--- config.mk ---
export PLATFORM = sky130hd
export DESIGN_NAME = fp_add_normalize_seq
export DESIGN_NICKNAME = d
export VERILOG_FILES = /design/src/rtl/fp_add_normalize_seq_pkg.sv /design/src/rtl/fp_add_normalize_seq_lzc.sv /design/src/rtl/fp_add_normalize_seq.sv
export SDC_FILE = /design/constraint.sdc
export NUM_CORES = 1
export LEC_CHECK = 0
export ABC_AREA = 1
export BUFFER_PORTS_ARGS = -buffer_cell sky130_fd_sc_hd__buf_2
export CAP_MARGIN = 40
export CORE_MARGIN = 2
export CORE_UTILIZATION = 30
export DETAILED_ROUTE_END_ITERATION = 6
export GPL_ROUTABILITY_DRIVEN = 1
export GPL_TIMING_DRIVEN = 0
export PLACE_DENSITY = 0.54
export SLEW_MARGIN = 20
export SYNTH_ARGS = -nofsm -noshare
export SYNTH_HDL_FRONTEND = slang
export SYNTH_SLANG_ARGS = --single-unit
--- constraint.sdc ---
create_clock -name clk -period 15.2 [get_ports clk]
set_input_delay 0 -clock clk [delete_from_list [all_inputs] [get_ports clk]]
set_output_delay 0 -clock clk [all_outputs]
set_load 0.03 [all_outputs]
--- src/rtl/fp_add_normalize_seq_pkg.sv ---
// Shared types for the sequential FP add normalize/round back end.
// Thread index, writeback pipeline select and FSM state encoding.
package fp_add_normalize_seq_pkg;

  typedef logic [1:0] local_thread_idx_t;

  typedef enum logic [1:0] {
    PIPE_SCALAR,
    PIPE_MEM,
    PIPE_FP,
    PIPE_VEC
  } pipeline_sel_t;

  typedef enum logic [2:0] {
    S_IDLE,
    S_ADD,
    S_NORM,
    S_ROUND,
    S_DONE
  } fp_norm_state_t;

  localparam logic [31:0] FP_QNAN = 32'h7FFF_FFFF;
  localparam int SUM_W = 28;

endpackage

--- src/rtl/fp_add_normalize_seq_lzc.sv ---
// Leading-zero count of the 27-bit working significand.
// An all-zero input reports 27.
module fp_norm_lzc (
  input  logic [26:0] value,
  output logic [4:0]  count
);

  always_comb begin
    count = 5'd27;
    for (int i = 0; i < 27; i++) begin
      if (value[i]) count = 5'(26 - i);
    end
  end

endmodule

--- src/rtl/fp_add_normalize_seq.sv ---
// Multi-cycle add/normalize/round back end for IEEE single add/sub.
// Bounded left shift per cycle, round-to-nearest-even, rollback aware.
module fp_add_normalize_seq
  import fp_add_normalize_seq_pkg::*;
#(
  parameter int NORM_SHIFT_PER_CYCLE = 8
) (
  input  logic              clk,
  input  logic              reset,
  input  logic              in_valid,
  output logic              in_ready,
  input  local_thread_idx_t in_thread_idx,
  input  logic [31:0]       in_significand_le,
  input  logic [31:0]       in_significand_se,
  input  logic              in_guard,
  input  logic              in_round,
  input  logic              in_sticky,
  input  logic              in_logical_subtract,
  input  logic [7:0]        in_exponent,
  input  logic              in_sign,
  input  logic              in_result_is_inf,
  input  logic              in_result_is_nan,
  input  logic              wb_rollback_en,
  input  local_thread_idx_t wb_rollback_thread_idx,
  input  pipeline_sel_t     wb_rollback_pipeline,
  output logic              out_valid,
  input  logic              out_ready,
  output local_thread_idx_t out_thread_idx,
  output logic [31:0]       out_result
);

  fp_norm_state_t state, state_nxt;

  logic [SUM_W-1:0] op_a, op_b, sum;
  logic [9:0]       exp;
  logic             sub, sign, is_inf, is_nan;

  logic             accept, squash;
  logic             unused_hi;

  logic [SUM_W-1:0] raw, add_sum;
  logic [9:0]       add_exp;
  logic             add_zero, special;

  logic [4:0]       lzc, shamt;
  logic [9:0]       exp_m1, norm_exp;
  logic [SUM_W-1:0] norm_sum;

  logic             round_up;
  logic [24:0]      rnd_sig;
  logic [23:0]      fin_sig;
  logic [9:0]       rnd_exp;
  logic [31:0]      rnd_result;

  assign unused_hi = ^{in_significand_le[31:24], in_significand_se[31:24]};

  assign in_ready  = (state == S_IDLE) && reset;
  assign out_valid = (state == S_DONE);

  // A rollback aimed at the offering thread also vetoes its new issue.
  assign accept = in_valid && in_ready &&
                  !(wb_rollback_en &&
                    wb_rollback_pipeline == PIPE_MEM &&
                    wb_rollback_thread_idx == in_thread_idx);

  assign squash = wb_rollback_en &&
                  wb_rollback_pipeline == PIPE_MEM &&
                  wb_rollback_thread_idx == out_thread_idx &&
                  state != S_IDLE;

  assign raw      = sub ? op_a - op_b : op_a + op_b;
  assign add_sum  = raw[27] ? {1'b0, raw[27:2], raw[1] | raw[0]} : raw;
  assign add_exp  = exp + {9'd0, raw[27]};
  assign add_zero = (raw == '0);
  assign special  = is_inf | is_nan;

  fp_norm_lzc u_lzc (
    .value (sum[26:0]),
    .count (lzc)
  );

  // Never shift the exponent below 1; stop there as a denormal.
  always_comb begin
    exp_m1 = exp - 10'd1;
    shamt  = lzc;
    if (shamt > 5'(NORM_SHIFT_PER_CYCLE)) shamt = 5'(NORM_SHIFT_PER_CYCLE);
    if ({5'd0, shamt} > exp_m1) shamt = exp_m1[4:0];
  end

  assign norm_sum = sum << shamt;
  assign norm_exp = exp - {5'd0, shamt};

  always_comb begin
    round_up = sum[2] & (sum[1] | sum[0] | sum[3]);
    rnd_sig  = {1'b0, sum[26:3]} + {24'd0, round_up};
    fin_sig  = rnd_sig[23:0];
    rnd_exp  = exp;
    if (rnd_sig[24]) begin
      fin_sig = rnd_sig[24:1];
      rnd_exp = exp + 10'd1;
    end
    if (rnd_exp >= 10'd255) begin
      rnd_result = {sign, 8'hFF, 23'd0};
    end else begin
      rnd_result = {sign, fin_sig[23] ? rnd_exp[7:0] : 8'd0, fin_sig[22:0]};
    end
  end

  always_comb begin
    state_nxt = state;
    unique case (state)
      S_IDLE:  if (accept) state_nxt = S_ADD;
      S_ADD: begin
        if (special || add_zero) state_nxt = S_DONE;
        else if (add_sum[26] || add_exp <= 10'd1) state_nxt = S_ROUND;
        else state_nxt = S_NORM;
      end
      S_NORM: begin
        if (norm_sum[26] || norm_exp <= 10'd1) state_nxt = S_ROUND;
      end
      S_ROUND: state_nxt = S_DONE;
      S_DONE:  if (out_ready) state_nxt = S_IDLE;
      default: state_nxt = S_IDLE;
    endcase
    if (squash) state_nxt = S_IDLE;
  end

  always_ff @(posedge clk) begin
    if (!reset) state <= S_IDLE;
    else        state <= state_nxt;
  end

  always_ff @(posedge clk) begin
    if (!reset) begin
      op_a           <= '0;
      op_b           <= '0;
      sum            <= '0;
      exp            <= '0;
      sub            <= 1'b0;
      sign           <= 1'b0;
      is_inf         <= 1'b0;
      is_nan         <= 1'b0;
      out_thread_idx <= '0;
      out_result     <= '0;
    end else begin
      unique case (state)
        S_IDLE: begin
          if (accept) begin
            op_a           <= {1'b0, in_significand_le[23:0], 3'b000};
            op_b           <= {1'b0, in_significand_se[23:0],
                               in_guard, in_round, in_sticky};
            sub            <= in_logical_subtract;
            exp            <= {2'd0, in_exponent};
            sign           <= in_sign;
            is_inf         <= in_result_is_inf;
            is_nan         <= in_result_is_nan;
            out_thread_idx <= in_thread_idx;
          end
        end
        S_ADD: begin
          sum <= add_sum;
          exp <= add_exp;
          if (is_nan)        out_result <= FP_QNAN;
          else if (is_inf)   out_result <= {sign, 8'hFF, 23'd0};
          else if (add_zero) out_result <= 32'd0;
        end
        S_NORM: begin
          sum <= norm_sum;
          exp <= norm_exp;
        end
        S_ROUND: out_result <= rnd_result;
        default: ;
      endcase
    end
  end

endmodule

==> results of run 1 <==
cells by family (layout without fill, tap and decap cells):
logic type / after synthesis / count (layout) / synth area share [%]
multiplexers: 4 / 4 / 0.360
adder cells (fa/ha/maj): 65 / 65 / 7.45
XOR/XNOR: 72 / 72 / 5.67
flip-flops: 129 / 129 / 23.2
AO/OA/AOI/OAI: 423 / 423 / 20.8
buffers and inverters: 279 / 487 / 9.99
other: 1 / 1 / 0.0337
AND/OR/NAND/NOR: 816 / 816 / 32.5
area by class of cell:
class | count | area, um^2
multi-input cells | 1381 | 7430
clock inverters | 12 | 135
flip-flops and latches | 129 | 2580
clock buffers | 20 | 447
repair buffers | 176 | 1210
inverters | 175 | 657
fillers | 4025 | 23000
plain buffers | 104 | 454
well taps | 468 | 586
what timing repair did:
item / in CTS / in global routing
resized for setup: 0 / 0
endpoints found under the hold margin: 67 / 0
hold buffers: 66 / 0
setup endpoints to repair: 0 / 0
per-layer routing:
layer / wire length, um / global-route usage [%] / vias to the layer above / part of all wire (%)
met5: 0 / 0 / - / 0
met3: 1630 / 2.67 / 55 / 4.0
met2: 19200 / 36.5 / 318 / 47
met4: 948 / 6.90 / 0 / 2.3
li1: - / - / 6408 / -
met1: 18900 / 27.4 / 5627 / 46
layout by cell type (no fill, tap or decap), drive strengths merged, types with 6 or more instances in the layout:
cell type,synthesis,layout
nor4,11,11
xor2,65,65
o21ai,182,182
nand3,207,207
clkbuf,75,95
ha,63,63
nor3,35,35
dlygate4sd3,0,66
nand4,21,21
o31ai,8,8
a31oi,13,13
clkinv,4,9
xnor2,7,7
buf,29,139
nand2,375,375
dfxtp,129,129
inv,171,172
o211ai,6,6
nor2,161,161
a21oi,176,176
synth_stat cells, drive strengths merged (5+ instances only):
cell type,instances,area [um^2]
nand2,375,1430
nand3,207,1070
o21ai,182,915
a21oi,176,896
inv,171,642
nor2,161,652
dfxtp,129,2580
clkbuf,75,282
xor2,65,569
ha,63,788
nor3,35,200
buf,29,173
nand4,21,161
a31oi,13,81.3
nor4,11,75.1
o31ai,8,65.1
xnor2,7,61.3
o211ai,6,45.0
o221ai,5,43.8
o22ai,5,31.3
o41ai,5,43.8
stage by stage:
stage / cells / hold slack (ns) / worst slack [ns] / util, %
2_1_floorplan: 1789 / 0.167 / 10.03 / -
3_3_place_gp: 2366 / 0.249 / 8.54 / 33.6
3_5_place_dp: 2367 / 0.255 / 8.91 / 33.6
4_1_cts: 2465 / 0.0621 / 8.85 / 37.0
5_1_grt: 2465 / 0.102 / 8.23 / 37.0
6_report: 2465 / 0.0916 / 8.78 / 37.0
state kept, by name (all words and copies together) (netlist names):
signal and flops:
exp 10, is_inf 1, is_nan 1, op_a 24
op_b 27, out_result 32, out_thread_idx 2, sign 1
state 3, sub 1, sum 27
final timing paths:
path / startpoint / end / slack (ns) / cells past startpoint
worst max-delay path: sum[2] / state[0] / 8.78 / 48
worst min-delay path: reset / exp[4] / 0.09 / 3
worst max register to register: sum[2] / state[0] / 8.78 / 48
worst min register to register: out_result[11] / out_result[11] / 0.45 / 2
worst reg2reg max path: cells and delay by family, from the launching register on:
family / cells / cell delay, ns
and+or+nand+nor: 34 / 2.46
AOI/OAI and AO/OA: 7 / 1.50
buffers and inverters: 4 / 0.87
adders and majority gates: 2 / 0.80
DFF: 1 / 0.43
xor gates and xnor gates: 1 / 0.23
==> run metrics, run 1 <==
type of the tightest min-delay check in2reg; Detail Route Antenna Nets 0; synthesized cell area 0.0111 mm^2; Syn Inst Count 1789; Layout area overhead 21.4%; Synth Area per Inst 6.22 um^2; Post-Syn Nets 1944; sequential fraction of the synthesis area 23.2%; final setup violation count 0; GRT Overall Usage 21.2%; number of antenna diodes 0; Yosys cell types 55; Final Cycle Share 42.2%; Post-CTS Setup Bufs 0; CTS Buffer Depth 2; Rel. slew slack 48.5%; fin. max-slew vios 0; dominant synthesized flop cell dfxtp_1; DR vias/cell 5.03; slowest CP cell fa_1; #FFs+latches synth 129; CP required 15.52 ns; share of cells above drive strength 1 10.4%; DR iter-0 viols 862; DRC viols 0; grt ovf 0; arrival time at the worst endpoint 6.74 ns; skew final 0.0149 ns; initial core utilization 30.5%; synth warn 0; Top delay family on crit path simple AND/OR/NAND/NOR gates; number of buffers and inverters on the critical path 4; Max FO, Critical Path 11; HPWL Detailed 32.7 mm; number of synthesized flops with an enable pin 0; routed vias 12400; RD Place Congestion 0.933; post-route setup TNS 0 ns; # IOs 126; post-layout instance area 0.0135 mm^2; RSZ-0062 raised after global routing no; max-cap violations 0; clk root buf clkbuf_16; placed instance area 0.0123 mm^2; Worst-Margin Slew 0.769 ns; H-tree depth reported by CTS 4; largest net degree at the start of global routing 17; min Tclk post-route 6.42 ns; clk sinks 129; PortBufs 109; core area 0.0365 mm^2; clock slew at reported path FFs 0.07 ns; cell repeated most along the worst path nand2_1; CTS tree built; vias in the first global route 12000; Max stage delay on crit path 0.55 ns; Final Net Count 2139; width of the die 197 um; drt first pass iters 6; DR WL/cell 16.5 um; Critical Path Start Type flop; total die area 0.0386 mm^2; FFs w/ async S/R, synth 0%; die height 197 um; Clk Latency, worst-skew pair 0.46 ns; total wire length 40.7 mm; FP Rows 70; Fin. Hold Viols 0; critical path type reg2reg; global-route wire length before repair 64.3 mm; Critical Path End Type flop; number of CTS-inserted buffers 17; antenna violations before repair 0; Max Clk Rate 156 MHz; status finished, final reports clean
Power of run 1 is left out: the tool's default activity adds up to more than one toggle a clock period on the data nets, which glitch-free logic cannot reach.
==> run 2: changes to the inputs <==
--- a/config.mk
+++ b/config.mk
@@ -13,7 +13,7 @@
 export DETAILED_ROUTE_END_ITERATION = 6
 export GPL_ROUTABILITY_DRIVEN = 1
 export GPL_TIMING_DRIVEN = 0
-export PLACE_DENSITY = 0.54
+export PLACE_DENSITY = 0.55
 export SLEW_MARGIN = 20
 export SYNTH_ARGS = -nofsm -noshare
 export SYNTH_HDL_FRONTEND = slang
==> constraint.sdc (replaced) <==
create_clock -name clk -period 5.8 [get_ports clk]
set_input_delay 0 -clock clk [delete_from_list [all_inputs] [get_ports clk]]
set_output_delay 0 -clock clk [all_outputs]
set_load 0.03 [all_outputs]
==> run 2 against run 1 <==
Effect of this change:
- critical path depth fell by 1
- setup slack worse by 8.4 ns
- register-to-register slack got worse by 8.4 ns
- sequential share of layout area down 0.22 points
- die area did not move
- clock skew about the same
- wire length down 0.54%
- hold slack worse by 0.076 ns
- clock-buffer cell count increased by 1
- via count rose by 1.5%
- non-clock buffer count is 9 higher
- critical endpoint unchanged
- largest cell class unchanged
==> run metrics, run 2 (same netlist as run 1, synthesis figures left out) <==
status finished, final reports clean; DR vias/cell 5.09; Final Net Count 2149; Finished Core Util 37.6%; # IOs 126; max FFs per register 32; Max FO, Critical Path 7; DR WL/cell 16.4 um; met3 WL 1.82 mm; fin. max-slew vios 0; Critical Path End Type flop; share of cells above drive strength 1 12.3%; die height 197 um; cell repeated most along the worst path nand2_1; antenna violations before repair 0; width of the die 197 um; FP Rows 70; initial core utilization 30.5%; post-route setup TNS 0 ns; Detail Route Antenna Nets 0; Fillers 3985; Final Cycle Share 94.1%; placed cell count 2366; clk root buf clkbuf_16; clk sinks 129; PortBufs 109; GRT Overall Usage 21.0%; core area 0.0365 mm^2; Layout area overhead 23.4%; Worst-Margin Slew 0.809 ns; DRC viols 0; H-tree depth reported by CTS 4; Rel. slew slack 45.9%; routed wl met2 19.3 mm; arrival time at the worst endpoint 5.78 ns; vias in the first global route 12100; Critical Path Start Type flop; RD Place Congestion 0.920; clock slew at reported path FFs 0.06 ns; Clk Latency, worst-skew pair 0.45 ns; Max Clk Rate 183 MHz; biggest regs out_result (32), op_b (27), sum (27); Final Non-Filler Cells 2475; Largest Register out_result; grt ovf 0; number of antenna diodes 0; slowest CP cell o22ai_4; HPWL Detailed 32.3 mm; RSZ-0062 raised after global routing yes; Fin. Hold Viols 0; final setup violation count 0; Max stage delay on crit path 0.39 ns; CTS Buffer Depth 2; total wire length 40.5 mm; CP required 6.12 ns; DRT met1 WL 18.3 mm; drt first pass iters 5; critical path type reg2reg; total die area 0.0386 mm^2; routed vias 12600; global-route wire length before repair 64.0 mm; skew final 0.0153 ns; max layer used met4; placed instance area 0.0123 mm^2; largest net degree at the start of global routing 21; post-layout instance area 0.0137 mm^2; DR iter-0 viols 927; min Tclk post-route 5.46 ns; number of CTS-inserted buffers 17; type of the tightest min-delay check in2reg; max-cap violations 0; CTS tree built; commonest non-fill, non-tap cell in the layout nand2_1; most frequent cells in the layout nand2_1, nand3_1, o21ai_0, a21oi_1, inv_1
run 2: cell type report:
cell class | count | area, um^2 | share of cell area [%]
Clock buffer | 21 | 470 | 3.43
Timing Repair Buffer | 190 | 1320 | 9.59
Multi-Input combinational cell | 1381 | 7550 | 55.0
Clock inverter | 11 | 104 | 0.757
Buffer | 99 | 439 | 3.20
Timing Repair inverter | 1 | 5.00 | 0.0365
Sequential cell | 129 | 2590 | 18.9
Inverter | 175 | 664 | 4.84
Tap cell | 468 | 586 | 4.27
run 2: worst paths after layout:
| path | start | to | slack [ns] | cells past startpoint |
|---|---|---|---|---|
| worst max-delay path | sum[1] | state[0] | 0.34 | 47 |
| worst min register to register | out_result[13] | out_result[13] | 0.46 | 2 |
| worst max register to register | sum[1] | state[0] | 0.34 | 47 |
| worst min-delay path | in_significand_le[1] | op_a[4] | 0.02 | 3 |
run 2: what timing repair did:
item / in CTS / in global routing
hold buffers: 65 / 0
cloned: 0 / 1
setup buffers: 3 / 13
setup endpoints to repair: 7 / 6
endpoints found under the hold margin: 65 / 0
resized for setup: 22 / 23
pin swaps: 7 / 11
run 2: through the flow:
stage | worst slack (ns) | hold slack, ns
floorplan | 0.625 | 0.167
global placement | -0.763 | 0.249
detailed placement | -0.817 | 0.256
CTS | 0.0256 | 0.00640
global route | -0.145 | 0.0413
finish | 0.342 | 0.0159
run 2: critical path, delay by kind of cell, from the launching register on:
family,cells,cell delay (ns)
adder cells (fa/ha/maj),2,0.62
XOR/XNOR,1,0.22
buffers and inverters,2,0.22
AO/OA/AOI/OAI,7,1.38
AND/OR/NAND/NOR,35,2.52
flip-flops,1,0.37
run 2: layer usage:
layer  vias up  track usage [%]
met2       311             36.7
met3        57             2.77
met5         -                0
met4         0             7.46
met1      5797             26.4
li1       6423                -
Power of run 2 is left out for the same reason.
==> run 3: changes to the inputs <==
--- a/config.mk
+++ b/config.mk
@@ -10,6 +10,7 @@
 export CAP_MARGIN = 40
 export CORE_MARGIN = 2
 export CORE_UTILIZATION = 30
+export CTS_BUF_LIST = sky130_fd_sc_hd__clkbuf_4 sky130_fd_sc_hd__clkbuf_8 sky130_fd_sc_hd__clkbuf_16
 export DETAILED_ROUTE_END_ITERATION = 6
 export GPL_ROUTABILITY_DRIVEN = 1
 export GPL_TIMING_DRIVEN = 0
==> run 3 against run 2 <==
Effect of this change:
- non-clock buffer count unchanged
- via count up 0.44%
- core utilization about the same
- sequential cell count unchanged
- global-route usage about the same
- clock skew about the same
- final area about the same
- sequential share of layout area about the same
- critical path type unchanged
==> run metrics, run 3 (same netlist as run 1, synthesis figures left out) <==
Clk Latency, worst-skew pair 0.45 ns; routed vias 12600; DRC viols 0; Rel. slew slack 47.4%; PortBufs 109; HPWL Detailed 32.3 mm; Critical Path Start Type flop; GRT Overall Usage 21.0%; status finished, final reports clean; final setup margin 0.342 ns; die height 197 um; clk sinks 129; biggest regs out_result (32), op_b (27), sum (27); arrival time at the worst endpoint 5.78 ns; worst hold stages 3; Final Non-Filler Cells 2475; Layout area overhead 23.4%; DR iter-0 viols 846; commonest non-fill, non-tap cell in the layout nand2_1; drt first pass iters 7; number of CTS-inserted buffers 17; largest net degree at the start of global routing 21; critical path type reg2reg; Critical Path End Type flop; antenna violations before repair 0; RD Place Congestion 0.920; Max stage delay on crit path 0.39 ns; slowest CP cell o22ai_4; reg2reg path depth 47; placed cell count 2366; # IOs 126; CP required 6.12 ns; min Tclk post-route 5.46 ns; H-tree depth reported by CTS 4; post-route setup TNS 0 ns; CTS tree built; total die area 0.0386 mm^2; skew final 0.0153 ns; Max Clk Rate 183 MHz; width of the die 197 um; CTS Buffer Depth 2; Fin. Hold Viols 0; max FFs per register 32; Fillers 3987; initial core utilization 30.5%; DR WL/cell 16.4 um; Detail Route Antenna Nets 0; final setup violation count 0; Largest Register out_result; max-cap violations 0; vias in the first global route 12100; total wire length 40.6 mm; FP Rows 70; share of cells above drive strength 1 12.4%; Worst-Margin Slew 0.786 ns; fin. max-slew vios 0; core area 0.0365 mm^2; RSZ-0062 raised after global routing yes; Final Net Count 2149; type of the tightest min-delay check in2reg; global-route wire length before repair 64.1 mm; Final Cycle Share 94.1%; clock slew at reported path FFs 0.06 ns; clk root buf clkbuf_16; cell repeated most along the worst path nand2_1; Max FO, Critical Path 7; most frequent cells in the layout nand2_1, nand3_1, o21ai_0, a21oi_1, inv_1; Place WS -0.817 ns; number of antenna diodes 0; DR vias/cell 5.11; grt ovf 0
## run 3: cell counts in the layout (fill, tap and decap cells not counted)
Identical to the previous run, type by type.
## run 3: layer usage
| metal | share of wire [%] | up-vias | GRT usage (%) |
|---|---|---|---|
| met5 | 0 | - | 0 |
| met4 | 2.8 | 0 | 7.46 |
| met3 | 4.5 | 61 | 2.77 |
| met2 | 48 | 327 | 36.7 |
| met1 | 45 | 5836 | 26.4 |
| li1 | - | 6419 | - |
## run 3: stage by stage
step	util, %	instance area, um^2	hold slack [ns]
after CTS	37.1	13600	0.00640
after global placement	33.6	12300	0.249
final	37.6	13700	0.0145
after detailed placement	33.6	12300	0.256
after global routing	37.6	13700	0.0413
after floorplan	-	11100	0.167
## run 3: repair_timing
item	CTS	global route
resized for setup	22	23
setup endpoints to repair	7	6
cloned	0	1
hold endpoints to repair	65	0
pin swaps	7	11
hold buffers	65	0
setup buffers	3	13
## run 3: worst paths after layout
path / from / to / slack [ns]
setup / recovery: sum[1] / state[0] / 0.34
hold / removal: in_significand_le[1] / op_a[4] / 0.01
setup reg to reg: sum[1] / state[0] / 0.34
hold reg to reg: out_result[13] / out_result[13] / 0.46
## run 3: final cells by class
cell class / count / area (um^2) / share of cell area (%)
multi-input combinational: 1381 / 7550 / 55.0
sequential: 129 / 2590 / 18.9
timing repair buffer: 190 / 1320 / 9.59
inverter: 175 / 664 / 4.84
tap: 468 / 586 / 4.27
clock buffer: 21 / 474 / 3.45
buffer: 99 / 439 / 3.20
clock inverter: 11 / 104 / 0.756
timing repair inverter: 1 / 5.00 / 0.0365
## run 3: worst max-delay path: cells and delay by family, from the launching register on
| kind | cells | cell delay, ns |
|---|---|---|
| and+or+nand+nor | 35 | 2.50 |
| AOI/OAI and AO/OA | 7 | 1.38 |
| adders and majority gates | 2 | 0.62 |
| DFF | 1 | 0.37 |
| buffers and inverters | 2 | 0.22 |
| xor gates and xnor gates | 1 | 0.22 |
Power of run 3 is left out for the same reason.
